$ cat config.mk
export PLATFORM = sky130hd
export DESIGN_NAME = vec_mem_sequencer
export DESIGN_NICKNAME = d
export VERILOG_FILES = /design/src/rtl/vpu_pkg.sv /design/src/rtl/vms_arbiter.sv /design/src/rtl/vec_mem_sequencer.sv
export SDC_FILE = /design/constraint.sdc
export NUM_CORES = 1
export LEC_CHECK = 0
export CORE_ASPECT_RATIO = 0.5
export CORE_MARGIN = 10
export CORE_UTILIZATION = 40
export DETAILED_ROUTE_END_ITERATION = 12
export PLACE_DENSITY = 0.67
export SETUP_SLACK_MARGIN = 0.3
export SLEW_MARGIN = 15
export SYNTH_ARGS = -nofsm -noshare
export SYNTH_HDL_FRONTEND = slang
export SYNTH_SLANG_ARGS = --single-unit
$ cat constraint.sdc
create_clock -name clk -period 23.5 [get_ports clk]
set_input_delay 3.525 -clock clk [delete_from_list [all_inputs] [get_ports clk]]
set_output_delay 3.525 -clock clk [all_outputs]
set_load 0.02 [all_outputs]
$ cat src/rtl/vpu_pkg.sv
// Shared types and default sizes for the vector memory sequencer.
package vpu_pkg;

    localparam int NUM_ELEM_DEF   = 4;
    localparam int DATA_W_DEF     = 32;
    localparam int ADDR_W_DEF     = 32;
    localparam int MEM_DEPTH_DEF  = 31;
    localparam int MAX_SC_RUN_DEF = 2;

    // Command sequencing phases: accept, walk elements, report completion.
    typedef enum logic [1:0] {
        IDLE = 2'd0,
        RUN  = 2'd1,
        DONE = 2'd2
    } state_e;

endpackage

$ cat src/rtl/vms_arbiter.sv
// Memory-port arbiter between the scalar path and the vector element stream.
// Scalar has fixed priority, but during RUN it may win at most MAX_SC_RUN
// consecutive cycles before the vector element is forced through.
module vms_arbiter
    import vpu_pkg::*;
#(
    parameter int DATA_W     = DATA_W_DEF,
    parameter int ADDR_W     = ADDR_W_DEF,
    parameter int MEM_DEPTH  = MEM_DEPTH_DEF,
    parameter int MAX_SC_RUN = MAX_SC_RUN_DEF
) (
    input  logic              clk,
    input  logic              rst,
    input  logic              run,
    input  logic              sc_req,
    input  logic              sc_we,
    input  logic [ADDR_W-1:0] sc_addr,
    input  logic [DATA_W-1:0] sc_wdata,
    input  logic [ADDR_W-1:0] vec_addr,
    input  logic              vec_we,
    input  logic [DATA_W-1:0] vec_wdata,
    input  logic [DATA_W-1:0] mem_rdata,
    output logic              sc_gnt,
    output logic              vec_gnt,
    output logic              vec_in_range,
    output logic [DATA_W-1:0] sc_rdata,
    output logic [ADDR_W-1:0] mem_addr,
    output logic [DATA_W-1:0] mem_wdata,
    output logic              mem_we,
    output logic              mem_re
);

    localparam int SC_RUN_W = $clog2(MAX_SC_RUN + 1);

    logic [SC_RUN_W-1:0] sc_run_q;
    logic [SC_RUN_W-1:0] sc_run_d;
    logic                sc_in_range;

    assign sc_in_range  = (sc_addr < ADDR_W'(MEM_DEPTH));
    assign vec_in_range = (vec_addr < ADDR_W'(MEM_DEPTH));
    // Out-of-range scalar accesses are granted but read back as zero.
    assign sc_rdata     = sc_in_range ? mem_rdata : '0;

    // Grant selection, starvation counter update and memory port mux.
    always_comb begin
        sc_gnt    = 1'b0;
        vec_gnt   = 1'b0;
        sc_run_d  = sc_run_q;
        mem_addr  = '0;
        mem_wdata = '0;
        mem_we    = 1'b0;
        mem_re    = 1'b0;

        if (!run) begin
            // No vector work pending: scalar always wins, counter restarts.
            sc_gnt   = sc_req;
            sc_run_d = '0;
        end else if (sc_req && (sc_run_q < SC_RUN_W'(MAX_SC_RUN))) begin
            sc_gnt   = 1'b1;
            sc_run_d = sc_run_q + SC_RUN_W'(1);
        end else begin
            vec_gnt  = 1'b1;
            sc_run_d = '0;
        end

        if (sc_gnt && sc_in_range) begin
            mem_addr  = sc_addr;
            mem_we    = sc_we;
            mem_re    = !sc_we;
            mem_wdata = sc_we ? sc_wdata : '0;
        end else if (vec_gnt && vec_in_range) begin
            mem_addr  = vec_addr;
            mem_we    = vec_we;
            mem_re    = !vec_we;
            mem_wdata = vec_we ? vec_wdata : '0;
        end
    end

    // Consecutive scalar grant counter.
    always_ff @(posedge clk or posedge rst) begin
        if (rst) begin
            sc_run_q <= '0;
        end else begin
            sc_run_q <= sc_run_d;
        end
    end

endmodule

$ cat src/rtl/vec_mem_sequencer.sv
// Breaks strided vector load/store commands into single-element accesses on
// the one-port data memory, sharing it with the scalar path, and returns the
// gathered load data as one packed vector.
module vec_mem_sequencer
    import vpu_pkg::*;
#(
    parameter int NUM_ELEM   = NUM_ELEM_DEF,
    parameter int DATA_W     = DATA_W_DEF,
    parameter int ADDR_W     = ADDR_W_DEF,
    parameter int MEM_DEPTH  = MEM_DEPTH_DEF,
    parameter int MAX_SC_RUN = MAX_SC_RUN_DEF,
    localparam int VL_W      = $clog2(NUM_ELEM + 1)
) (
    input  logic                       clk,
    input  logic                       rst,
    input  logic                       cmd_valid,
    output logic                       cmd_ready,
    input  logic                       cmd_is_store,
    input  logic [ADDR_W-1:0]          cmd_base,
    input  logic [ADDR_W-1:0]          cmd_stride,
    input  logic [VL_W-1:0]            cmd_vl,
    input  logic [NUM_ELEM*DATA_W-1:0] cmd_wdata,
    input  logic                       sc_req,
    input  logic                       sc_we,
    input  logic [ADDR_W-1:0]          sc_addr,
    input  logic [DATA_W-1:0]          sc_wdata,
    output logic                       sc_gnt,
    output logic [DATA_W-1:0]          sc_rdata,
    output logic                       done,
    output logic [NUM_ELEM*DATA_W-1:0] done_rdata,
    output logic                       done_err,
    output logic [ADDR_W-1:0]          mem_addr,
    output logic [DATA_W-1:0]          mem_wdata,
    output logic                       mem_we,
    output logic                       mem_re,
    input  logic [DATA_W-1:0]          mem_rdata
);

    localparam int IDX_W = (NUM_ELEM > 1) ? $clog2(NUM_ELEM) : 1;

    state_e                             state_q, state_d;
    logic                               is_store_q, is_store_d;
    logic [ADDR_W-1:0]                  stride_q, stride_d;
    logic [VL_W-1:0]                    vl_q, vl_d;
    logic [NUM_ELEM-1:0][DATA_W-1:0]    wdata_q, wdata_d;
    logic [ADDR_W-1:0]                  addr_cur_q, addr_cur_d;
    logic [VL_W-1:0]                    elem_idx_q, elem_idx_d;
    logic                               err_q, err_d;
    logic [NUM_ELEM-1:0][DATA_W-1:0]    gather_q, gather_d;
    logic [NUM_ELEM-1:0][DATA_W-1:0]    done_rdata_q, done_rdata_d;

    logic [VL_W-1:0]  vl_clamp;
    logic [IDX_W-1:0] elem_sel;
    logic             vec_gnt;
    logic             vec_in_range;

    assign vl_clamp   = (cmd_vl > VL_W'(NUM_ELEM)) ? VL_W'(NUM_ELEM) : cmd_vl;
    assign elem_sel   = elem_idx_q[IDX_W-1:0];
    assign cmd_ready  = (state_q == IDLE);
    assign done       = (state_q == DONE);
    assign done_err   = (state_q == DONE) && err_q;
    assign done_rdata = done_rdata_q;

    vms_arbiter #(
        .DATA_W     (DATA_W),
        .ADDR_W     (ADDR_W),
        .MEM_DEPTH  (MEM_DEPTH),
        .MAX_SC_RUN (MAX_SC_RUN)
    ) u_arbiter (
        .clk          (clk),
        .rst          (rst),
        .run          (state_q == RUN),
        .sc_req       (sc_req),
        .sc_we        (sc_we),
        .sc_addr      (sc_addr),
        .sc_wdata     (sc_wdata),
        .vec_addr     (addr_cur_q),
        .vec_we       (is_store_q),
        .vec_wdata    (wdata_q[elem_sel]),
        .mem_rdata    (mem_rdata),
        .sc_gnt       (sc_gnt),
        .vec_gnt      (vec_gnt),
        .vec_in_range (vec_in_range),
        .sc_rdata     (sc_rdata),
        .mem_addr     (mem_addr),
        .mem_wdata    (mem_wdata),
        .mem_we       (mem_we),
        .mem_re       (mem_re)
    );

    // Command FSM, strided address generation and load gather.
    always_comb begin
        state_d      = state_q;
        is_store_d   = is_store_q;
        stride_d     = stride_q;
        vl_d         = vl_q;
        wdata_d      = wdata_q;
        addr_cur_d   = addr_cur_q;
        elem_idx_d   = elem_idx_q;
        err_d        = err_q;
        gather_d     = gather_q;
        done_rdata_d = done_rdata_q;

        case (state_q)
            IDLE: begin
                if (cmd_valid) begin
                    is_store_d = cmd_is_store;
                    stride_d   = cmd_stride;
                    vl_d       = vl_clamp;
                    wdata_d    = cmd_wdata;
                    addr_cur_d = cmd_base;
                    elem_idx_d = '0;
                    err_d      = 1'b0;
                    // Clearing up front makes slots beyond vl read as zero.
                    gather_d   = '0;
                    state_d    = (vl_clamp == '0) ? DONE : RUN;
                end
            end
            RUN: begin
                if (vec_gnt) begin
                    if (!is_store_q) begin
                        gather_d[elem_sel] = vec_in_range ? mem_rdata : '0;
                    end
                    if (!vec_in_range) begin
                        err_d = 1'b1;
                    end
                    addr_cur_d = addr_cur_q + stride_q;
                    elem_idx_d = elem_idx_q + VL_W'(1);
                    if (elem_idx_q == (vl_q - VL_W'(1))) begin
                        state_d = DONE;
                    end
                end
            end
            DONE: begin
                state_d = IDLE;
            end
            default: begin
                state_d = IDLE;
            end
        endcase

        // Publish the gathered vector as the done pulse begins; it then
        // holds while the next command reuses the gather buffer.
        if ((state_d == DONE) && (state_q != DONE)) begin
            done_rdata_d = gather_d;
        end
    end

    // State and datapath registers.
    always_ff @(posedge clk or posedge rst) begin
        if (rst) begin
            state_q      <= IDLE;
            is_store_q   <= 1'b0;
            stride_q     <= '0;
            vl_q         <= '0;
            wdata_q      <= '0;
            addr_cur_q   <= '0;
            elem_idx_q   <= '0;
            err_q        <= 1'b0;
            gather_q     <= '0;
            done_rdata_q <= '0;
        end else begin
            state_q      <= state_d;
            is_store_q   <= is_store_d;
            stride_q     <= stride_d;
            vl_q         <= vl_d;
            wdata_q      <= wdata_d;
            addr_cur_q   <= addr_cur_d;
            elem_idx_q   <= elem_idx_d;
            err_q        <= err_d;
            gather_q     <= gather_d;
            done_rdata_q <= done_rdata_d;
        end
    end

endmodule
# Word-level counts from Yosys, hierarchy flattened
# Index checks and enable logic that the tools add are counted.
# word_totals
ff_bits,460
inputBits,297
out_inout_bits,230
elab_cells,95
# classes
addsub,4
order_cmp,6
n_eq_ne,8
muxes,43
n_reduce_logical,14
# ops
operator,count
128-bit two-way mux,3
32-bit two-way mux,12
128-bit case mux with 2 select lines,1
128-bit bitwise mux,1
32-bit binary-select mux with 2-bit select,1
32-bit demux with 2-bit select,1
32-bit by 5-bit less-than comparator with 1-bit output (second input constant),2
32-bit case mux with 2 select lines,1
32-bit adder,1
2-bit two-way mux,6
1-bit two-way mux,11
3-bit two-way mux,3
2-bit != test (second input constant),4
1-bit logical AND,6
3-bit case mux with 2 select lines,1
2-bit equality test (second input constant),2
2-bit case mux with 2 select lines,1
4-bit AND reduction,1
3-bit by 1-bit adder with 3-bit output (second input constant),1
3-bit equality test,1
3-bit > comparator (second input constant),1
3-bit zero test,1
2-bit by 3-bit less-than comparator with 1-bit output (second input constant),1
3-bit AND reduction,1
10 further kinds,11

# Logic depth before layout (Yosys ltp)
# Gate-level depths: netlist (run 1).
# depth
depth_word,8
depth_mapped,13
ltp_nobuf,13

# Modules after synthesis
# A second synthesis (run 1) with hierarchy kept.
# unflattened
cells_unflattened,2159
hier_area_um2,21473.1
# by_module_without_submodules
module,instances,cells_per_inst,area_per_inst_um2,seq_area_each_um2
vec_mem_sequencer,1,1910,19857.8,11461.0
vms_arbiter,1,249,1615.3,50.0

# Worst setup path before layout (run 1)
# OpenSTA, ideal clock, no wires.
# synth_path
path_type,input-to-output
startpoint,input port sc_addr[16]
endpoint,output port mem_wdata[10]
t_arrival_ns,5.194
required_time_ns,19.975
setup_slack_ns,14.781
cell_stages,7
path_buffers,2
path_cell_list,nor4_1 nand3_1 a311oi_1 and3_1 clkbuf_1 buf_2 a22o_1
# synth_via
elab_chain_len,3
# synth_rtl
element,line,text
from (decl),vec_mem_sequencer.sv:25,"input logic [ADDR_W-1:0] sc_addr,"
32-bit by 5-bit less-than comparator with 1-bit output,vms_arbiter.sv:39,assign sc_in_range = (sc_addr < ADDR_W'(MEM_DEPTH));
1-bit logical AND,vms_arbiter.sv:66,if (sc_gnt && sc_in_range) begin
32-bit two-way mux,vms_arbiter.sv:66,
to (decl),vec_mem_sequencer.sv:33,"output logic [DATA_W-1:0] mem_wdata,"
# Every way passes these cells.

# Worst setup path in the final report (run 1)
# layout_path
startpoint,input port sc_addr[24]
endpoint,output port mem_wdata[25]
# The elaborated chain is that of the path after synthesis.

==> results of run 1 <==
[sequential cells by signal, summed over array words and instances (netlist names)]
| register | flops |
|---|---|
| done_rdata | 128 |
| gather_q | 128 |
| wdata_q | 128 |
| addr_cur_q | 32 |
| stride_q | 32 |
| elem_idx_q | 3 |
| vl_q | 3 |
| state_q | 2 |
| u_arbiter.sc_run_q | 2 |
| err_q | 1 |
| is_store_q | 1 |
[cell families (layout without fill, tap and decap cells)]
kind of cell    Yosys count  count (layout)
fa+ha+maj                37              37
simple gates            818             818
mux                     161             161
xor+xnor                 33              33
flops                   460             460
buf+inv                 183             624
other cells               1              41
compound gates          352             352
[layer usage]
metal / global-route usage, % / vias up
li1: - / 7818
met1: 25.3 / 8232
met2: 38.1 / 336
met3: 3.37 / 104
met4: 8.61 / 0
met5: 0 / -
[synth_stat cells, drive strengths merged, types with 2 or more instances]
cell type  number
o211ai          6
nand2         559
o21a            2
xor2           17
nor2           44
o31ai           2
nor3            8
o21bai          6
nor4           14
clkbuf        103
a22oi           9
mux2          128
buf            52
a32oi           3
dfrtp         460
a21o           15
o21ai         189
and3            6
ha             36
a31oi           3
inv            28
a211oi          2
nand3b          2
nand2b          6
nor2b          10
a221o           2
mux4           32
and2           37
a21oi          51
or2             2
a21boi          2
nand3         119
nand4           8
a41oi           2
xnor2          16
a22o           51
[critical path: stages]
cell and delay, ns:
clkdlybuf4s50_1 0.41, nor4_1 0.41, nand4_1 0.37, a311oi_4 0.30
buf_4 0.35, and3_2 0.77, a22o_1 0.26, clkdlybuf4s50_1 0.66
[metrics by stage]
step                hold slack, ns  instance area, µm²  total power, mW
floorplan                    0.403               21000             1.83
global placement             0.417               26400             2.11
detailed placement           0.429               26400             2.14
CTS                          0.446               27900             2.90
global route                 0.456               28000             3.08
finish                       0.446               28000             2.88
[final timing paths]
check / to / slack (ns) / cells after the start
max: mem_wdata[25] / 12.90 / 8
min: u_arbiter.sc_run_q[0] / 0.45 / 1
max reg2reg: done_rdata[62] / 19.74 / 6
min reg2reg: u_arbiter.sc_run_q[0] / 0.45 / 1
max in group asynchronous: gather_q[43] / 17.55 / 4
min in group asynchronous: wdata_q[127] / 3.57 / 2
[power by group]
part | total (mW) | internal [mW] | switching [mW]
logic | 1.04 | 0.430 | 0.612
clock network | 0.751 | 0.435 | 0.316
registers | 1.09 | 0.961 | 0.128
total | 2.88 | 1.83 | 1.06
[cell type report]
class	count	area (µm²)	area share, %
sequential	460	11500	41.1
inverter	28	113	0.402
antenna	14	35.0	0.125
clock inverter	15	206	0.738
multi-input combinational	1428	8780	31.4
clock buffer	64	1320	4.71
timing repair buffer	517	5140	18.4
tap	701	877	3.13
==> impl_metrics.py, run 1 <==
metrics = {
    "yosys": {
        "yosys.area_share.xor_xnor_pct": 1.38,
        "yosysUniqueCellTypes": 59,
        "ys_warn_count": 0,
        "synth_seq_cells": 460,
        "synth_flop_cell": "dfrtp_1",
        "synthSimpleGateAreaFrac_pct": 16.6,
        "syn_avg_cell_area_um2": 10.2,
        "synthTopCellsByArea": "dfrtp_1 55%, nand2_1 10%, mux2_2 6.9%, o21ai_0 4.4%, mux4_2 3.4%",
        "ys_async_sr_fraction_pct": 100,
        "synthCells": 2045,
        "synth_top_family_by_area": "simple AND/OR/NAND/NOR gates",
        "synthAdderAreaFrac_pct": 2.25,
        "synth_top_area_cell": "dfrtp_1",
        "seq_area_frac_synth_pct": 55.0,
        "synth_area_um2": 20900,
        "muxShareOfSynthArea_pct": 10.4,
        "synth_edf_count": 0,
        "synth_compound_area_share_pct": 10.5,
        "synth_top_area_share_pct": 55.0,
    },
    "clocking": {
        "cts.path.max_buffers": 3,
        "htreeDepth": 2,
        "clk_pin_slew_ns": 0.06,
        "clock_latency_ns": 0.56,
        "root_buffer": "clkbuf_16",
        "cts_resized": 0,
        "cts_buffers": 43,
        "clock_sinks": 460,
        "cts_tree": "built",
        "post_cts_buffers": 0,
        "cts_hold_buffers": 0,
    },
    "grt": {
        "grt_use_total_pct": 21.3,
        "grt_max_degree": 161,
        "antenna_found_initial": 15,
        "grt_pass1_wl_mm": 104,
        "grt_pass1_vias": 16800,
        "grt.overflow.total": 0,
    },
    "placed_design": {
        "dp_cells": 3134,
        "dp_hpwl_mm": 49.5,
        "io_buffers": 499,
        "place_congestion": 0.876,
        "dpl_worst_slack_ns": 12.81,
    },
    "sta": {
        "finalHoldViolCount": 0,
        "setup_viol": 0,
        "rsz0062_at_grt": "false",
        "relSlewSlack_pct": 26.0,
        "worst_pin_slew_ns": 1.11,
        "clock.fmax_mhz": 94.3,
        "setup_slack_ns": 12.90,
        "fin_crit_ns": 10.60,
        "drv_slew": 0,
        "finClkSkew_ns": 0.0167,
        "finalSetupTns_ns": 0,
        "period_share_pct": 45.1,
    },
    "run": {
        "maxCapViolCount": 0,
    },
    "detailed_routing": {
        "drt-pass1-iter-count": 5,
        "drt_iter0_markers": 1259,
        "wl_mm": 68.9,
        "met2_length_mm": 36.9,
        "wl_met1_mm": 27.0,
        "wl_met3_mm": 2.73,
        "vias_per_cell": 5.11,
        "dr_total_vias": 16500,
        "wl_per_cell_um": 21.4,
        "drc": 0,
        "ant_nets": 0,
        "highest_layer": "met4",
    },
    "worst_setup_path": {
        "cp_data_required_time_ns": 19.98,
        "crit_start": "sc_addr[24]",
        "cp.arrival_ns": 7.08,
        "critical_path_class": "in2out",
        "worstSetupEndpointType": "primary output",
        "cp_max_fo": 34,
        "worstSetupStartpointType": "input pin",
        "r2r-start": "elem_idx_q[1]",
    },
    "power": {
        "leakagePower_nw": 12.9,
        "peakVddDrop_mv": 0.0577,
        "p_per_area_nw_per_um2": 103,
    },
    "cells_and_area": {
        "mostFrequentLayoutCells": "554 x nand2_1, 499 x clkdlybuf4s50_1, 458 x dfrtp_1",
        "final_cell_count_no_fill": 3227,
        "utilization_pct": 54.0,
        "nFillCells": 4622,
        "final_common_cell": "nand2_1",
        "drive_above_1_share_pct": 11.2,
        "area_growth_syn_to_layout_pct": 33.7,
        "nets": 2812,
    },
    "outcome": {
        "status": "finished, final reports clean",
    },
    "floorplanning": {
        "die_area_um2": 62400,
        "std_cell_rows": 59,
        "fp.dieH_um": 182,
        "fp.coreArea_um2": 51800,
        "start_util_pct": 40.4,
        "die_x_um": 343,
        "io_pins": 527,
    },
    "min_path": {
        "hold_class": "reg2reg",
        "worstHoldStart": "u_arbiter.sc_run_q[0]",
    },
}
Power figures use the tool's default switching activity.
==> inputs of run 2 (changes only) <==
--- a/config.mk
+++ b/config.mk
@@ -9,7 +9,7 @@
 export CORE_MARGIN = 10
 export CORE_UTILIZATION = 40
 export DETAILED_ROUTE_END_ITERATION = 12
-export PLACE_DENSITY = 0.67
+export PLACE_DENSITY = 0.7
 export SETUP_SLACK_MARGIN = 0.3
 export SLEW_MARGIN = 15
 export SYNTH_ARGS = -nofsm -noshare
==> constraint.sdc (replaced) <==
create_clock -name clk -period 8.78 [get_ports clk]
set_input_delay 1.317 -clock clk [delete_from_list [all_inputs] [get_ports clk]]
set_output_delay 1.317 -clock clk [all_outputs]
set_load 0.02 [all_outputs]
==> impl_metrics.py, run 2 (synthesis gave the netlist of run 1 again) <==
metrics = {
    "worst_setup_path": {
        "cp_data_required_time_ns": 7.46,
        "critical_path_class": "in2out",
        "cp_max_fo": 34,
        "worstSetupEndpointType": "primary output",
        "cp.arrival_ns": 4.59,
        "worstSetupStartpointType": "input pin",
    },
    "clocking": {
        "cts_buffers": 44,
        "cts_resized": 0,
        "clk_pin_slew_ns": 0.06,
        "post_cts_buffers": 0,
        "clock_latency_ns": 0.58,
        "clock_sinks": 460,
        "cts_tree": "built",
        "root_buffer": "clkbuf_16",
        "cts_hold_buffers": 0,
        "htreeDepth": 2,
        "cts.path.max_buffers": 3,
    },
    "outcome": {
        "status": "finished, final reports clean",
    },
    "sta": {
        "worst_pin_slew_ns": 1.12,
        "period_share_pct": 67.2,
        "drv_slew": 0,
        "rsz0062_at_grt": "false",
        "fin_hold_ws_ns": 0.433,
        "fin_crit_ns": 5.90,
        "finClkSkew_ns": 0.0411,
        "finalHoldViolCount": 0,
        "setup_viol": 0,
        "relSlewSlack_pct": 25.6,
        "clock.fmax_mhz": 169,
        "finalSetupTns_ns": 0,
    },
    "power": {
        "peakVddDrop_mv": 0.165,
        "seqPwrFrac_pct": 38.4,
        "p_sw_share_pct": 36.9,
        "p_per_area_nw_per_um2": 271,
        "clockPowerShare_pct": 24.7,
        "leakagePower_nw": 12.9,
        "power_switching_mw": 2.78,
        "power_frac_comb_pct": 36.9,
        "intPower_mw": 4.76,
    },
    "detailed_routing": {
        "drc": 0,
        "vias_per_cell": 5.11,
        "ant_nets": 0,
        "dr_total_vias": 16400,
        "wl_per_cell_um": 20.9,
        "drt-pass1-iter-count": 5,
        "drt_iter0_markers": 1163,
        "wl_mm": 67.2,
    },
    "cells_and_area": {
        "area.sequential_um2": 11500,
        "final_common_cell": "nand2_1",
        "nFillCells": 4623,
        "drive_above_1_share_pct": 10.9,
        "utilization_pct": 53.7,
        "fin_area_um2": 27800,
        "multi_input_area_um2": 8760,
        "mostFrequentLayoutCells": "554 x nand2_1, 499 x clkdlybuf4s50_1, 458 x dfrtp_1",
        "area_growth_syn_to_layout_pct": 33.0,
        "nets": 2815,
        "final_cell_count_no_fill": 3219,
    },
    "min_path": {
        "hold_class": "reg2reg",
    },
    "grt": {
        "grt_max_degree": 162,
        "grt.overflow.total": 0,
        "grt_pass1_wl_mm": 103,
        "grt_use_total_pct": 20.9,
        "grt_pass1_vias": 17000,
        "antenna_found_initial": 6,
    },
    "run": {
        "maxCapViolCount": 0,
    },
    "placed_design": {
        "place_congestion": 0.923,
        "dp_cells": 3136,
        "place_area_um2": 26400,
        "dp_hpwl_mm": 48.0,
        "io_buffers": 499,
    },
    "floorplanning": {
        "io_pins": 527,
        "std_cell_rows": 59,
        "die_x_um": 343,
        "die_area_um2": 62400,
        "start_util_pct": 40.4,
        "fp.dieH_um": 182,
        "fp.coreArea_um2": 51800,
    },
}
-- run 2: changes by cell type in the layout (fill, tap and decap cells not counted), moves of 2 or more --
cell / before / now
diode_2: 14 / 6
clkbuf_1: 7 / 12
clkbuf_8: 12 / 8
clkinv_2: 5 / 9
bufinv_16: 4 / 1
clkinv_4: 3 / 0
nand2_2: 2 / 4
nand2_4: 3 / 1
-- run 2: path summary, 6_finish.rpt --
path | end | slack (ns) | startpoint | cells after the start
setup / recovery | mem_wdata[25] | 2.88 | sc_addr[25] | 9
hold / removal | u_arbiter.sc_run_q[0] | 0.43 | u_arbiter.sc_run_q[0] | 1
setup reg to reg | addr_cur_q[30] | 5.48 | addr_cur_q[0] | 13
hold reg to reg | u_arbiter.sc_run_q[0] | 0.43 | u_arbiter.sc_run_q[0] | 1
max in group asynchronous | gather_q[17] | 5.67 | rst | 4
min in group asynchronous | gather_q[101] | 1.26 | rst | 2
-- run 2: per-stage QoR --
| stage | worst slack [ns] | total power [mW] |
|---|---|---|
| after floorplan | 1.24 | 4.91 |
| after global placement | 2.81 | 5.64 |
| after detailed placement | 2.78 | 5.70 |
| after CTS | 2.77 | 7.60 |
| after global routing | 2.68 | 8.07 |
| final | 2.88 | 7.54 |
-- run 2: cell type report --
cell class	count	share of cell area (%)
sequential	460	41.4
multi-input combinational	1428	31.5
timing repair buffer	519	18.6
clock buffer	64	4.51
tap	701	3.15
clock inverter	13	0.508
inverter	28	0.391
antenna	6	0.0539
-- run 2: critical path, cell delays in order --
cell             delay [ns]
clkdlybuf4s50_1        0.42
nor4_1                 0.31
nand4_1                0.33
a311oi_4               0.29
buf_4                  0.40
and3_1                 0.21
buf_4                  0.39
a22o_1                 0.28
clkdlybuf4s50_1        0.63
-- run 2: power groups by stage --
stage          clock (mW)  sequential (mW)  combinational [mW]
4_1_cts              1.91             2.89                2.79
5_1_grt              2.01             2.95                3.12
3_5_place_dp            0             2.92                2.78
3_3_place_gp            0             2.91                2.73
6_report             1.86             2.90                2.78
2_1_floorplan           0             2.80                2.11
-- run 2: layer usage --
layer	global-route usage [%]	wire [µm]	up-vias	share of wire, %
li1	-	-	7798	-
met1	24.2	25700	8182	38
met2	39.3	36900	374	55
met3	3.10	2800	91	4.2
met4	6.07	1770	0	2.6
met5	0	0	-	0
==> inputs of run 3 (changes only) <==
--- a/config.mk
+++ b/config.mk
@@ -9,7 +9,7 @@
 export CORE_MARGIN = 10
 export CORE_UTILIZATION = 40
 export DETAILED_ROUTE_END_ITERATION = 12
-export PLACE_DENSITY = 0.7
+export PLACE_DENSITY = 0.67
 export SETUP_SLACK_MARGIN = 0.3
 export SLEW_MARGIN = 15
 export SYNTH_ARGS = -nofsm -noshare
==> constraint.sdc (replaced) <==
create_clock -name clk -period 6 [get_ports clk]
set_input_delay 0.9 -clock clk [delete_from_list [all_inputs] [get_ports clk]]
set_output_delay 0.9 -clock clk [all_outputs]
set_load 0.02 [all_outputs]
==> impl_metrics.py, run 3 (synthesis gave the netlist of run 1 again) <==
metrics = {
    "outcome": {
        "status": "finished, final reports clean",
    },
    "floorplanning": {
        "fp.coreArea_um2": 51800,
        "die_x_um": 343,
        "fp.dieH_um": 182,
        "io_pins": 527,
        "std_cell_rows": 59,
        "start_util_pct": 40.4,
        "die_area_um2": 62400,
    },
    "grt": {
        "grt_max_degree": 137,
        "antenna_found_initial": 9,
        "grt_pass1_vias": 16900,
        "grt.overflow.total": 0,
        "grt_pass1_wl_mm": 102,
        "grt_use_total_pct": 20.7,
    },
    "placed_design": {
        "io_buffers": 499,
        "dp_hpwl_mm": 48.3,
        "place_congestion": 0.879,
        "dpl_worst_slack_ns": 1.15,
        "place_area_um2": 26500,
    },
    "clocking": {
        "cts_resized": 0,
        "clock_latency_ns": 0.56,
        "cts.path.max_buffers": 3,
        "cts_tree": "built",
        "root_buffer": "clkbuf_16",
        "clk_pin_slew_ns": 0.07,
        "cts_buffers": 43,
        "clock_sinks": 460,
        "htreeDepth": 2,
        "cts_hold_buffers": 0,
        "post_cts_buffers": 0,
    },
    "cells_and_area": {
        "fin_area_um2": 28000,
        "final_common_cell": "nand2_1",
        "mostFrequentLayoutCells": "554 x nand2_1, 499 x clkdlybuf4s50_1, 459 x dfrtp_1",
        "drive_above_1_share_pct": 11.3,
        "area_growth_syn_to_layout_pct": 33.6,
        "nets": 2818,
    },
    "sta": {
        "fin_hold_ws_ns": 0.430,
        "finClkSkew_ns": 0.0193,
        "rsz0062_at_grt": "false",
        "clock.fmax_mhz": 204,
        "worst_pin_slew_ns": 1.09,
        "finalSetupTns_ns": 0,
        "finalHoldViolCount": 0,
        "setup_slack_ns": 1.10,
        "fin_crit_ns": 4.90,
        "period_share_pct": 81.6,
        "setup_viol": 0,
        "relSlewSlack_pct": 27.2,
        "drv_slew": 0,
    },
    "detailed_routing": {
        "drt_iter0_markers": 1131,
        "drc": 0,
        "vias_per_cell": 5.10,
        "drt-pass1-iter-count": 5,
        "ant_nets": 0,
        "dr_total_vias": 16500,
        "wl_mm": 67.5,
        "wl_per_cell_um": 20.9,
    },
    "min_path": {
        "hold_class": "reg2reg",
        "worstHoldPathCells": 1,
    },
    "worst_setup_path": {
        "cp_max_fo": 34,
        "reg2reg_depth": 13,
        "cp.arrival_ns": 4.00,
        "cp_data_required_time_ns": 5.10,
        "worstSetupStartpointType": "input pin",
        "worstSetupEndpointType": "primary output",
        "critical_path_class": "in2out",
    },
    "run": {
        "maxCapViolCount": 0,
    },
    "power": {
        "p_per_area_nw_per_um2": 401,
        "leakagePower_nw": 12.9,
        "peakVddDrop_mv": 0.241,
    },
}
-- run 3: area by class of cell --
class                   instances  area, µm²
fillers                      4621      23900
flip-flops and latches        460      11500
multi-input cells            1428       8770
repair buffers                523       5210
clock buffers                  61       1250
well taps                     701        877
clock inverters                18        213
inverters                      28        109
diodes                          6       15.0
-- run 3: worst paths after layout --
| path | from | end | slack, ns |
|---|---|---|---|
| min | u_arbiter.sc_run_q[0] | u_arbiter.sc_run_q[0] | 0.43 |
| max in group asynchronous | rst | elem_idx_q[0] | 3.80 |
| max reg2reg | addr_cur_q[0] | addr_cur_q[30] | 2.62 |
| min in group asynchronous | rst | done_rdata[39] | 0.81 |
| min reg2reg | u_arbiter.sc_run_q[0] | u_arbiter.sc_run_q[0] | 0.43 |
| max | sc_addr[16] | mem_wdata[26] | 1.10 |
-- run 3: report_power, final --
group | total, mW | switching [mW] | internal (mW)
combinational | 4.10 | 2.41 | 1.69
sequential | 4.23 | 0.469 | 3.77
clock | 2.88 | 1.24 | 1.64
-- run 3: metrics by stage --
step	std cells	util (%)	power [mW]
after floorplan	2071	-	7.19
after global placement	3140	51.1	8.26
after detailed placement	3140	51.1	8.36
after CTS	3219	53.9	11.3
after global routing	3225	54.0	12.0
final	3225	54.0	11.2
-- run 3: critical path, cell delays in order --
cell and delay (ns):
clkdlybuf4s50_1 0.40, nor4_1 0.37, nand3_1 0.19, a311oi_4 0.28
buf_4 0.37, and3_1 0.21, buf_4 0.36, a22o_1 0.23
clkdlybuf4s50_1 0.62
-- run 3: layer usage --
layer,share of wire (%),vias to the layer above,GRT usage (%)
met2,55,324,39.2
met3,4.3,86,3.18
met5,0,-,0
met4,1.9,0,5.10
met1,39,8233,24.2
li1,-,7816,-
